### src/rtl/qa_sample_pacer_if.sv
// qa_sample_pacer_if
//   Sample stream bundle: one 32-bit sample qualified by a single-cycle strobe.
//   Used for both the bursty QA-block side (strobe = new-data) and the paced
//   RX-chain side (strobe = sample valid).
//   Signals:
//     sample  32  sample word
//     strobe   1  sample valid this cycle
//   Modports:
//     master  drives sample/strobe
//     slave   receives sample/strobe
interface qa_sample_pacer_if;
   logic [31:0] sample;
   logic        strobe;

   modport master (output sample, output strobe);
   modport slave  (input  sample, input  strobe);
endinterface

### src/rtl/qa_sample_pacer.sv
// qa_sample_pacer
//   Rate matcher between a bursty QA-block output and the RX chain, which wants
//   exactly one sample per strobe at a steady rate. Samples land in a
//   2^DEPTH_LOG FIFO and are released on a programmable periodic tick.
//   Overflow (drop on full) and underrun (tick on empty) counts saturate at
//   0xFFFF and are exposed on readback_o.
//   Settings: BASE+0 period[15:0] (tick every period+1 active cycles)
//             BASE+1 bit0 enable, bit1 clear (pulse, not stored), bit2 skip_on_empty
//   Ports:
//     clk_i, reset_i      clock, synchronous active-high reset
//     set_stb_i/addr/data settings bus
//     run_i               RX run flag; low flushes FIFO and stops ticks
//     in_if  (slave)      bursty sample input (strobe = new data)
//     out_if (master)     paced sample output (strobe = one-cycle valid)
//     occupancy_o         FIFO fill level
//     readback_o          {overflow_cnt, underrun_cnt}
module qa_sample_pacer #(
   parameter logic [7:0] BASE      = 8'd0,
   parameter int         DEPTH_LOG = 4
) (
   input  logic                 clk_i,
   input  logic                 reset_i,
   input  logic                 set_stb_i,
   input  logic [7:0]           set_addr_i,
   input  logic [31:0]          set_data_i,
   input  logic                 run_i,
   qa_sample_pacer_if.slave     in_if,
   qa_sample_pacer_if.master    out_if,
   output logic [DEPTH_LOG:0]   occupancy_o,
   output logic [31:0]          readback_o
);

   localparam int                   DEPTH   = 1 << DEPTH_LOG;
   localparam logic [DEPTH_LOG-1:0] PTR_ONE = 1;
   localparam logic [DEPTH_LOG:0]   CNT_ONE = 1;
   localparam logic [7:0]           A_PER   = BASE;
   localparam logic [7:0]           A_CTL   = BASE + 8'd1;

   logic [15:0]          period_q, period_d;
   logic                 enable_q, enable_d;
   logic                 skip_q, skip_d;
   logic [15:0]          cnt_q, cnt_d;
   logic [DEPTH_LOG-1:0] wr_ptr_q, wr_ptr_d, rd_ptr_q, rd_ptr_d;
   logic [DEPTH_LOG:0]   count_q, count_d;
   logic [15:0]          ovf_q, ovf_d, und_q, und_d;
   logic [31:0]          sample_q, sample_d;
   logic                 strobe_q, strobe_d;
   logic [31:0]          mem_q [DEPTH];

   logic wr_ctl, clear, active, tick, empty, full;
   logic pop, push, overflow, underrun, zero_fill;

   // Only period[15:0] and control bits [2:0] are meaningful.
   logic unused_bits;
   assign unused_bits = ^{set_data_i[31:16]};

   assign wr_ctl   = set_stb_i && (set_addr_i == A_CTL);
   // clear acts in the strobe cycle so it can override a coincident push/tick.
   assign clear    = wr_ctl & set_data_i[1];
   assign active   = enable_q & run_i;
   assign tick     = active & (cnt_q == 16'd0);
   assign empty    = (count_q == '0);
   assign full     = count_q[DEPTH_LOG];
   // No fall-through: the pop decision uses the registered fill, so a sample
   // pushed in a tick cycle on an empty FIFO waits for the next tick.
   assign pop      = tick & ~empty & ~clear;
   assign underrun = tick &  empty & ~clear;
   assign zero_fill = underrun & ~skip_q;
   assign push     = run_i & in_if.strobe & ~clear & (~full | pop);
   assign overflow = run_i & in_if.strobe & ~clear & full & ~pop;

   always_comb begin
      period_d = period_q;
      enable_d = enable_q;
      skip_d   = skip_q;
      if (set_stb_i && (set_addr_i == A_PER)) period_d = set_data_i[15:0];
      if (wr_ctl) begin
         enable_d = set_data_i[0];
         skip_d   = set_data_i[2];
      end

      // Reload whenever idle or on tick, so period changes apply at reload
      // and a run drop restarts a full interval.
      cnt_d = (!active || cnt_q == 16'd0) ? period_q : cnt_q - 16'd1;

      wr_ptr_d = push ? wr_ptr_q + PTR_ONE : wr_ptr_q;
      rd_ptr_d = pop  ? rd_ptr_q + PTR_ONE : rd_ptr_q;
      case ({push, pop})
         2'b10:   count_d = count_q + CNT_ONE;
         2'b01:   count_d = count_q - CNT_ONE;
         default: count_d = count_q;
      endcase
      if (!run_i || clear) begin
         wr_ptr_d = '0;
         rd_ptr_d = '0;
         count_d  = '0;
      end

      ovf_d = ovf_q;
      und_d = und_q;
      if (overflow && ovf_q != 16'hFFFF) ovf_d = ovf_q + 16'd1;
      if (underrun && und_q != 16'hFFFF) und_d = und_q + 16'd1;
      if (clear) begin
         ovf_d = '0;
         und_d = '0;
      end

      strobe_d = pop | zero_fill;
      sample_d = sample_q;
      if (pop)            sample_d = mem_q[rd_ptr_q];
      else if (zero_fill) sample_d = '0;
   end

   always_ff @(posedge clk_i) begin
      if (reset_i) begin
         period_q <= '0;
         enable_q <= 1'b0;
         skip_q   <= 1'b0;
         cnt_q    <= '0;
         wr_ptr_q <= '0;
         rd_ptr_q <= '0;
         count_q  <= '0;
         ovf_q    <= '0;
         und_q    <= '0;
         sample_q <= '0;
         strobe_q <= 1'b0;
      end else begin
         period_q <= period_d;
         enable_q <= enable_d;
         skip_q   <= skip_d;
         cnt_q    <= cnt_d;
         wr_ptr_q <= wr_ptr_d;
         rd_ptr_q <= rd_ptr_d;
         count_q  <= count_d;
         ovf_q    <= ovf_d;
         und_q    <= und_d;
         sample_q <= sample_d;
         strobe_q <= strobe_d;
      end
   end

   // Storage needs no reset; entries are only read when count_q says valid.
   always_ff @(posedge clk_i) begin
      if (push && !reset_i) mem_q[wr_ptr_q] <= in_if.sample;
   end

   assign out_if.sample = sample_q;
   assign out_if.strobe = strobe_q;
   assign occupancy_o   = count_q;
   assign readback_o    = {ovf_q, und_q};

endmodule

### src/flat_wrapper.sv
// flat-port wrapper written by rule: the top's interface ports become plain ports
module qa_sample_pacer_flat 
#(
   parameter logic [7:0] BASE      = 8'd0,
   parameter int         DEPTH_LOG = 4
)
  (clk_i, reset_i, set_stb_i, set_addr_i, set_data_i, run_i, occupancy_o, readback_o, in_if_sample, in_if_strobe, out_if_sample, out_if_strobe);
  qa_sample_pacer_if in_if_i ();
  qa_sample_pacer_if out_if_i ();
  input  logic clk_i;
  input  logic reset_i;
  input  logic set_stb_i;
  input  logic [7:0] set_addr_i;
  input  logic [31:0] set_data_i;
  input  logic run_i;
  output logic [DEPTH_LOG:0] occupancy_o;
  output logic [31:0] readback_o;
  input wire logic [$bits(in_if_i.sample)-1:0] in_if_sample;
  input wire logic [$bits(in_if_i.strobe)-1:0] in_if_strobe;
  output wire logic [$bits(out_if_i.sample)-1:0] out_if_sample;
  output wire logic [$bits(out_if_i.strobe)-1:0] out_if_strobe;
  assign in_if_i.sample = in_if_sample;
  assign in_if_i.strobe = in_if_strobe;
  assign out_if_sample = out_if_i.sample;
  assign out_if_strobe = out_if_i.strobe;
  qa_sample_pacer #(.BASE(BASE), .DEPTH_LOG(DEPTH_LOG)) u_core (.clk_i(clk_i), .reset_i(reset_i), .set_stb_i(set_stb_i), .set_addr_i(set_addr_i), .set_data_i(set_data_i), .run_i(run_i), .in_if(in_if_i), .out_if(out_if_i), .occupancy_o(occupancy_o), .readback_o(readback_o));
endmodule
### config.mk
export PLATFORM = sky130hd
export DESIGN_NAME = qa_sample_pacer_flat
export DESIGN_NICKNAME = d
export VERILOG_FILES = /design/src/rtl/qa_sample_pacer_if.sv /design/src/rtl/qa_sample_pacer.sv /design/src/flat_wrapper.sv
export SDC_FILE = /design/constraint.sdc
export NUM_CORES = 1
export LEC_CHECK = 0
export CAP_MARGIN = 30
export CELL_PAD_IN_SITES_DETAIL_PLACEMENT = 1
export CELL_PAD_IN_SITES_GLOBAL_PLACEMENT = 1
export CORE_MARGIN = 1
export CORE_UTILIZATION = 50
export DETAILED_ROUTE_END_ITERATION = 10
export GPL_TIMING_DRIVEN = 0
export MAX_ROUTING_LAYER = met4
export PLACE_DENSITY_LB_ADDON = 0.2
export SLEW_MARGIN = 10
export SYNTH_ARGS = -nofsm -noshare
export SYNTH_HDL_FRONTEND = slang
export SYNTH_SLANG_ARGS = --single-unit
### constraint.sdc
create_clock -name clk_i -period 6.2 [get_ports clk_i]
set_input_delay 0.93 -clock clk_i [delete_from_list [all_inputs] [get_ports clk_i]]
set_output_delay 0.93 -clock clk_i [all_outputs]
set_load 0.02 [all_outputs]
Word level (Yosys, flattened, before mapping)
Memory sizes are Yosys's and may differ from the RTL's. A register that Yosys moved wholly into a read port is not among the register bits.
Cells that the tools add are included.

cells by class
  $add $sub $neg = 7
  equal/unequal tests = 5
  muxes and demuxes = 8
  bitwise logic cells = 20
  reductions and logical operators = 17

operators by type and width
  kind                                                 number
  2-to-1 mux 32 bit                                    2
  adder 16 x 1 -> 16 bit, second input constant        2
  inequality test 16 bit, second input constant        2
  zero test 16 bit                                     1
  2-to-1 mux 16 bit                                    1
  subtractor 16 x 1 -> 16 bit, second input constant   1
  bitwise AND 1 bit                                    13
  case mux 5 bit (2 select lines)                      1
  adder 4 x 1 -> 4 bit, second input constant          2
  equality test 8 x 1 -> 1 bit, second input constant  1
  zero test 8 bit                                      1
  2-to-1 mux 4 bit                                     2
  adder 5 x 1 -> 5 bit, second input constant          1
  logical AND 1 bit                                    5
  zero test 5 bit                                      1
  inverter 1 bit                                       5
  subtractor 5 x 1 -> 5 bit, second input constant     1
  nonzero test 2 bit                                   2
  OR reduction 2 bit                                   2
  zero test 1 bit                                      3
  equality test 2 x 1 -> 1 bit, second input constant  1
  equality test 2 bit, second input constant           1
  logical OR 1 bit                                     2
  2-to-1 mux 1 bit                                     2
  bitwise OR 1 bit                                     2

word-level totals
  flip-flop bits (word level) = 112
  RAM bits = 512
  input bits = 77
  output and inout bits = 70
  word-level logic and storage cells = 69
  memories = 1

memory list
  memory        depth  bits a word  rd ports  clocked after memory_dff  wr ports  line                   source
  u_core.mem_q  16     32           1         1                         1         qa_sample_pacer.sv:48  logic [31:0] mem_q [DEPTH];

Depth between registers and ports, before layout
  depth after elaboration = 10
  mapped depth = 16
  depth with buffers taken out = 14

Worst setup path after synthesis
No wires, ideal clock.

  path type = input -> register
  start = in set_addr_i[0]
  end = mem u_core.mem_q[0][0], enable pin
  setup time = 0.502 ns
  arrival = 4.761 ns
  data required time = 5.698 ns
  setup slack = 0.938 ns
  stages on the path = 4
  buffers on the path = 0
  cell sequence = and2_1 -> a31oi_1 -> nand2_1 -> nor4_1

on the way
  longest elaborated chain between the ends = 10
  elaborated cells on any way between the ends = 11
  those cells by class = eq/ne: 1; mux: 2; bitwise: 6; reduce/logical: 2

ends and longest elaborated chain
  element                                     line                                          source
  start: declaration                          flat_wrapper.sv:13                            input logic [7:0] set_addr_i;
  equality test 8 x 1 -> 1 bit (*)            qa_sample_pacer.sv:57                         assign wr_ctl = set_stb_i && (set_addr_i == A_CTL);
  logical AND 1 bit (*)                       qa_sample_pacer.sv:57
  bitwise AND 1 bit (*)                       qa_sample_pacer.sv:59                         assign clear = wr_ctl & set_data_i[1];
  inverter 1 bit (*)                          qa_sample_pacer.sv:66, qa_sample_pacer.sv:69
  bitwise AND 1 bit                           qa_sample_pacer.sv:66                         assign pop = tick & ~empty & ~clear;
  bitwise OR 1 bit                            qa_sample_pacer.sv:69                         assign push = run_i & in_if.strobe & ~clear & (~full | pop);
  bitwise AND 1 bit (*)                       qa_sample_pacer.sv:69
  logical AND 1 bit (*)                       qa_sample_pacer.sv:144                        if (push && !reset_i) mem_q[wr_ptr_q] <= in_if.sample;
  2-to-1 mux 1 bit (*)                        qa_sample_pacer.sv:144
  2-to-1 mux 1 bit (not written as such) (*)  qa_sample_pacer.sv:144
  end: declaration                            qa_sample_pacer.sv:48

Every way passes the cells marked *; elsewhere a longest branch is shown, timed or not.

Worst setup path in the final report
  start = in set_addr_i[4]
  end = reg u_core.count_q[4], in the netlist u_core.occupancy_o[4]

on the way
  longest elaborated chain between the ends = 9
  elaborated cells on any way between the ends = 14
  those cells by class = eq/ne: 3; mux: 1; bitwise: 6; reduce/logical: 4

ends and longest elaborated chain
  element                                                                       line                                          source
  equality test 8 x 1 -> 1 bit (*)                                              qa_sample_pacer.sv:57
  logical AND 1 bit (*)                                                         qa_sample_pacer.sv:57
  bitwise AND 1 bit (*)                                                         qa_sample_pacer.sv:59
  inverter 1 bit                                                                qa_sample_pacer.sv:66, qa_sample_pacer.sv:69
  bitwise AND 1 bit                                                             qa_sample_pacer.sv:66
  bitwise OR 1 bit                                                              qa_sample_pacer.sv:69
  bitwise AND 1 bit                                                             qa_sample_pacer.sv:69
  equality test 2 x 1 -> 1 bit / equality test 2 bit (equally long branches)    qa_sample_pacer.sv:88                         case ({push, pop})
  case mux 5 bit (2 select lines) / nonzero test 2 bit (equally long branches)  n/a
  end signal: assignment                                                        qa_sample_pacer.sv:134                        count_q <= count_d;
  end: declaration                                                              qa_sample_pacer.sv:44                         logic [DEPTH_LOG:0] count_q, count_d;

Marked as above.
A chain may end at the register's enable or synchronous reset.

==> impl_metrics.csv <==
group,metric,value,unit
power_and_ir_drop,switching_power_share_of_the_total,19.83,%
layout,finish.net_count,1777,
outcome,outcome,"complete, no violations",
cts,clock_path_buffers,3,
power_and_ir_drop,p_leak,9.411,nW
layout,drive_gt1_share,21.97,%
job,cap_viol_max_count,0,
layout,non_filler_cells_in_the_finished_layout,2404,
routing,wl_per_cell,25.67,µm
logic_synthesis,synthesis_warning_total,0,
critical_path,path_max_fanout,11,
power_and_ir_drop,combPwrFrac,1.7,%
cts,cts_inserted_buffers,66,
logic_synthesis,post_syn_area,0.02466,mm²
logic_synthesis,postSynthAreaPerCell,17.43,µm²
timing,endpoints_failing_setup,0,
cts,insertion_delay_to_the_later_sink_of_the_worst_skew_pair,0.61,ns
critical_path,crit_path_end_kind,"flop",
routing,iteration_count_of_the_initial_detailed_routing_pass,5,
cts,clkSlewWorstSetupHoldPaths,0.06,ns
global_route,global_route.overflow_total,0,
routing,ant_nets,0,
cts,htree_levels,3,
placed_design,globalplace.congestion,0.8035,
routing,drt_iter0_drc,916,
layout,areaGrowthSynthToFinish,20.08,%
placed_design,io_buffers,130,
cts,ctsResizeCount,0,
placed_design,dp.final_hpwl,42.18,mm
timing,report.final.slew_viol_count,0,
critical_path,cp_data_required_time,6.73,ns
logic_synthesis,synth-seq-area-share,71.77,%
cts,postCtsSetupBuffers,0,
logic_synthesis,synth_ff_type,"sky130_fd_sc_hd__edfxtp_1",
global_route,grt_pass1_wl,92.58,mm
power_and_ir_drop,power.share.sequential,52.9,%
layout,fillCellCount,4348,
placed_design,placed_cells_incl_taps,2282,
critical_path,crit_type,"in -> reg",
logic_synthesis,syn_nets,1505,
floorplanning,start_util,50.58,%
power_and_ir_drop,clock_power_share,45.4,%
global_route,vias_in_the_first_global_route,15170,
placed_design,pre_cts_slack,1.204,ns
power_and_ir_drop,net-switching-power,1.712,mW
routing,final_routed_wirelength_across_all_metal_layers,61.72,mm
power_and_ir_drop,p_int,6.920,mW
routing,detail_route.vias_per_cell,5.850,
cts,clock_sinks,628,
critical_path,setup.worst_path.start_class,"input pin",
hold_path,holdCritPathClass,"reg -> reg",
routing,route.vias.total,14060,
timing,finalCritPeriodShare,71.07,%
timing,rsz_0062_raised_after_global_routing,"no",
timing,max_slew_margin,31.63,%
floorplanning,ioPinCount,147,
cts,cts_tree,"done",
logic_synthesis,synth.ff_latch_count,628,
logic_synthesis,ys_types,61,
timing,clock-skew-final,0.02476,ns
floorplanning,core-area,0.04875,mm²
floorplanning,area_of_the_die,0.05021,mm²
timing,worst-slew-pin-transition,1.017,ns
cts,cts_hold_repair.buffers,0,
logic_synthesis,synthCells,1415,
global_route,initial_antenna_violation_count,1,
timing,totalNegativeSetupSlack,0,ns
logic_synthesis,synth_enable_flop_cells,512,
cts,cts.root.buffer_cell,"sky130_fd_sc_hd__clkbuf_16",
logic_synthesis,postSynth.asyncResetShare,0,%
global_route,grt_use_total,25.91,%
power_and_ir_drop,max-vdd-ir-drop,0.1931,mV
critical_path,cp.arrival,4.93,ns
floorplanning,die_height,224.1,µm
timing,fin_crit,4.407,ns
global_route,pin_count_of_the_biggest_net_entering_global_routing,17,
power_and_ir_drop,power_per_cell_area,291.5,mW/mm²
floorplanning,floorplan.die.width,224.1,µm
timing,timing.fmax,226.9,MHz
timing,final_hold_viol_count,0,
timing,final_critical_path_setup_slack,1.793,ns
routing,route.detailed.drc,0,
floorplanning,floorplan.rows,81,
critical path, stage by stage:
cell,delay (ns)
sky130_fd_sc_hd__clkdlybuf4s50_1,0.41
sky130_fd_sc_hd__nor4b_1,0.60
sky130_fd_sc_hd__a31oi_1,0.33
sky130_fd_sc_hd__nand2_1,0.44
sky130_fd_sc_hd__buf_2,0.39
sky130_fd_sc_hd__ha_1,0.23
sky130_fd_sc_hd__clkbuf_1,0.30
sky130_fd_sc_hd__xor2_1,0.13
sky130_fd_sc_hd__ha_1,0.23
sky130_fd_sc_hd__inv_1,0.06
sky130_fd_sc_hd__o21ai_0,0.09
sky130_fd_sc_hd__a21o_1,0.21
sky130_fd_sc_hd__a221oi_1,0.37
sky130_fd_sc_hd__mux2i_1,0.22
cells by family (layout without fill, tap and decap cells):
logic type      Yosys count  in the layout  synth area share, %
flops                   628            628                71.77
fa+ha+maj                13             13               0.6597
simple gates            294            294                6.115
mux                     217            217                15.47
xor+xnor                 17             17               0.6038
compound gates          163            163                3.923
other cells               0              1                    0
buf+inv                  83            407                1.461
synth_stat cells, types with 3 or more instances:
cell type                  number  share of area (%)
sky130_fd_sc_hd__and4_1         3               0.11
sky130_fd_sc_hd__clkbuf_1      35               0.53
sky130_fd_sc_hd__nor3_1        18               0.37
sky130_fd_sc_hd__nand3b_1       3              0.091
sky130_fd_sc_hd__ha_1          13               0.66
sky130_fd_sc_hd__mux2_2        32                1.5
sky130_fd_sc_hd__mux4_2       128                 12
sky130_fd_sc_hd__dfxtp_1      116                9.4
sky130_fd_sc_hd__mux2i_1       57                2.3
sky130_fd_sc_hd__nand2b_1       7               0.18
sky130_fd_sc_hd__o211ai_1       5               0.15
sky130_fd_sc_hd__nor2_1        86                1.3
sky130_fd_sc_hd__o31ai_1       11               0.33
sky130_fd_sc_hd__nor4b_1        3               0.11
sky130_fd_sc_hd__and3_1         5               0.13
sky130_fd_sc_hd__nand2_1       68                1.0
sky130_fd_sc_hd__xnor2_1        6               0.21
sky130_fd_sc_hd__o21ai_0       49               0.99
sky130_fd_sc_hd__a311oi_1       3               0.11
sky130_fd_sc_hd__a21oi_1       61                1.2
sky130_fd_sc_hd__a211oi_1      13               0.40
sky130_fd_sc_hd__or4_1         17               0.52
sky130_fd_sc_hd__inv_1          9               0.14
sky130_fd_sc_hd__or3_1         16               0.41
sky130_fd_sc_hd__and2_1         4               0.10
sky130_fd_sc_hd__nand4_1       17               0.43
sky130_fd_sc_hd__buf_2         20               0.41
sky130_fd_sc_hd__nand3_1       22               0.45
sky130_fd_sc_hd__nor4_2         3               0.15
sky130_fd_sc_hd__edfxtp_1     512                 62
sky130_fd_sc_hd__xor2_1        11               0.39
sky130_fd_sc_hd__buf_1         14               0.21
sky130_fd_sc_hd__nor4_1         9               0.23
sky130_fd_sc_hd__o41ai_1        4               0.14
flip-flops by register name, indices dropped and copies added (netlist names), named ones only:
signal and count:
u_core.mem_q 512, u_core.out_if.sample 32, u_core.cnt_q 16, u_core.ovf_q 16, u_core.period_q 16, u_core.und_q 16
u_core.occupancy_o 5, u_core.rd_ptr_q 4, u_core.wr_ptr_q 4, u_core.enable_q 1, u_core.out_if.strobe 1, u_core.skip_q 1
power by group through the flow:
stage	Combinational (mW)	Sequential (mW)	Clock [mW]
after floorplan	0.0397	4.66	0
after CTS	0.150	4.57	3.98
after global routing	0.161	4.56	4.12
after global placement	0.136	4.66	0
final	0.149	4.57	3.92
after detailed placement	0.150	4.66	0
stage by stage:
| stage | utilization, % | hold slack, ns | power, mW | area, µm² |
|---|---|---|---|---|
| after floorplan | - | 0.4521 | 4.696 | 24660 |
| final | 60.74 | 0.4495 | 8.631 | 29610 |
| after detailed placement | 56.35 | 0.4426 | 4.806 | 27470 |
| after global placement | 54.96 | 0.4381 | 4.793 | 26790 |
| after global routing | 60.74 | 0.4785 | 8.844 | 29610 |
| after CTS | 60.72 | 0.4561 | 8.694 | 29600 |
cells in the final DEF, fill, tap and decap left out, types with 13 or more instances in the layout:
cell / Yosys / final
sky130_fd_sc_hd__buf_4: 2 / 56
sky130_fd_sc_hd__a211oi_1: 13 / 13
sky130_fd_sc_hd__nand2_1: 68 / 68
sky130_fd_sc_hd__nor2_1: 86 / 86
sky130_fd_sc_hd__mux4_2: 128 / 128
sky130_fd_sc_hd__buf_2: 20 / 26
sky130_fd_sc_hd__or3_1: 16 / 16
sky130_fd_sc_hd__edfxtp_1: 512 / 512
sky130_fd_sc_hd__ha_1: 13 / 13
sky130_fd_sc_hd__dfxtp_1: 116 / 116
sky130_fd_sc_hd__clkbuf_16: 0 / 69
sky130_fd_sc_hd__buf_1: 14 / 14
sky130_fd_sc_hd__nor3_2: 1 / 13
sky130_fd_sc_hd__mux2_2: 32 / 32
sky130_fd_sc_hd__o21ai_0: 49 / 49
sky130_fd_sc_hd__nand4_1: 17 / 17
sky130_fd_sc_hd__clkdlybuf4s50_1: 0 / 130
sky130_fd_sc_hd__clkbuf_1: 35 / 48
sky130_fd_sc_hd__nand3_1: 22 / 22
sky130_fd_sc_hd__or4_1: 17 / 17
sky130_fd_sc_hd__mux2i_1: 57 / 57
sky130_fd_sc_hd__a21oi_1: 61 / 61
per-layer routing:
metal	global-route usage [%]	wire, µm	vias to the layer above
li1	-	-	6218
met1	32.45	25250	7366
met2	43.09	31630	394
met3	4.866	3639	85
met4	7.711	1194	0
met5	-	0	-
path summary, 6_finish.rpt:
check	startpoint	to	cells past startpoint	slack, ns
min reg2reg	u_core.out_if.sample[26]	u_core.out_if.sample[26]	2	0.45
max	set_addr_i[4]	u_core.occupancy_o[4]	14	1.79
min	u_core.out_if.sample[26]	u_core.out_if.sample[26]	2	0.45
max reg2reg	u_core.cnt_q[0]	u_core.occupancy_o[4]	16	2.03
layout make-up:
| type | count | area (µm²) | share of cell area, % |
|---|---|---|---|
| Antenna cell | 1 | 2.502 | 0.008451 |
| Buffer | 74 | 326.6 | 1.103 |
| Clock buffer | 87 | 1844 | 6.229 |
| Clock inverter | 33 | 287.8 | 0.9719 |
| Inverter | 9 | 33.78 | 0.1141 |
| Multi-Input combinational cell | 704 | 6685 | 22.58 |
| Sequential cell | 628 | 17700 | 59.77 |
| Tap cell | 664 | 830.8 | 2.806 |
| Timing Repair Buffer | 204 | 1902 | 6.423 |
No activity file was read; power rests on OpenSTA's default activity.
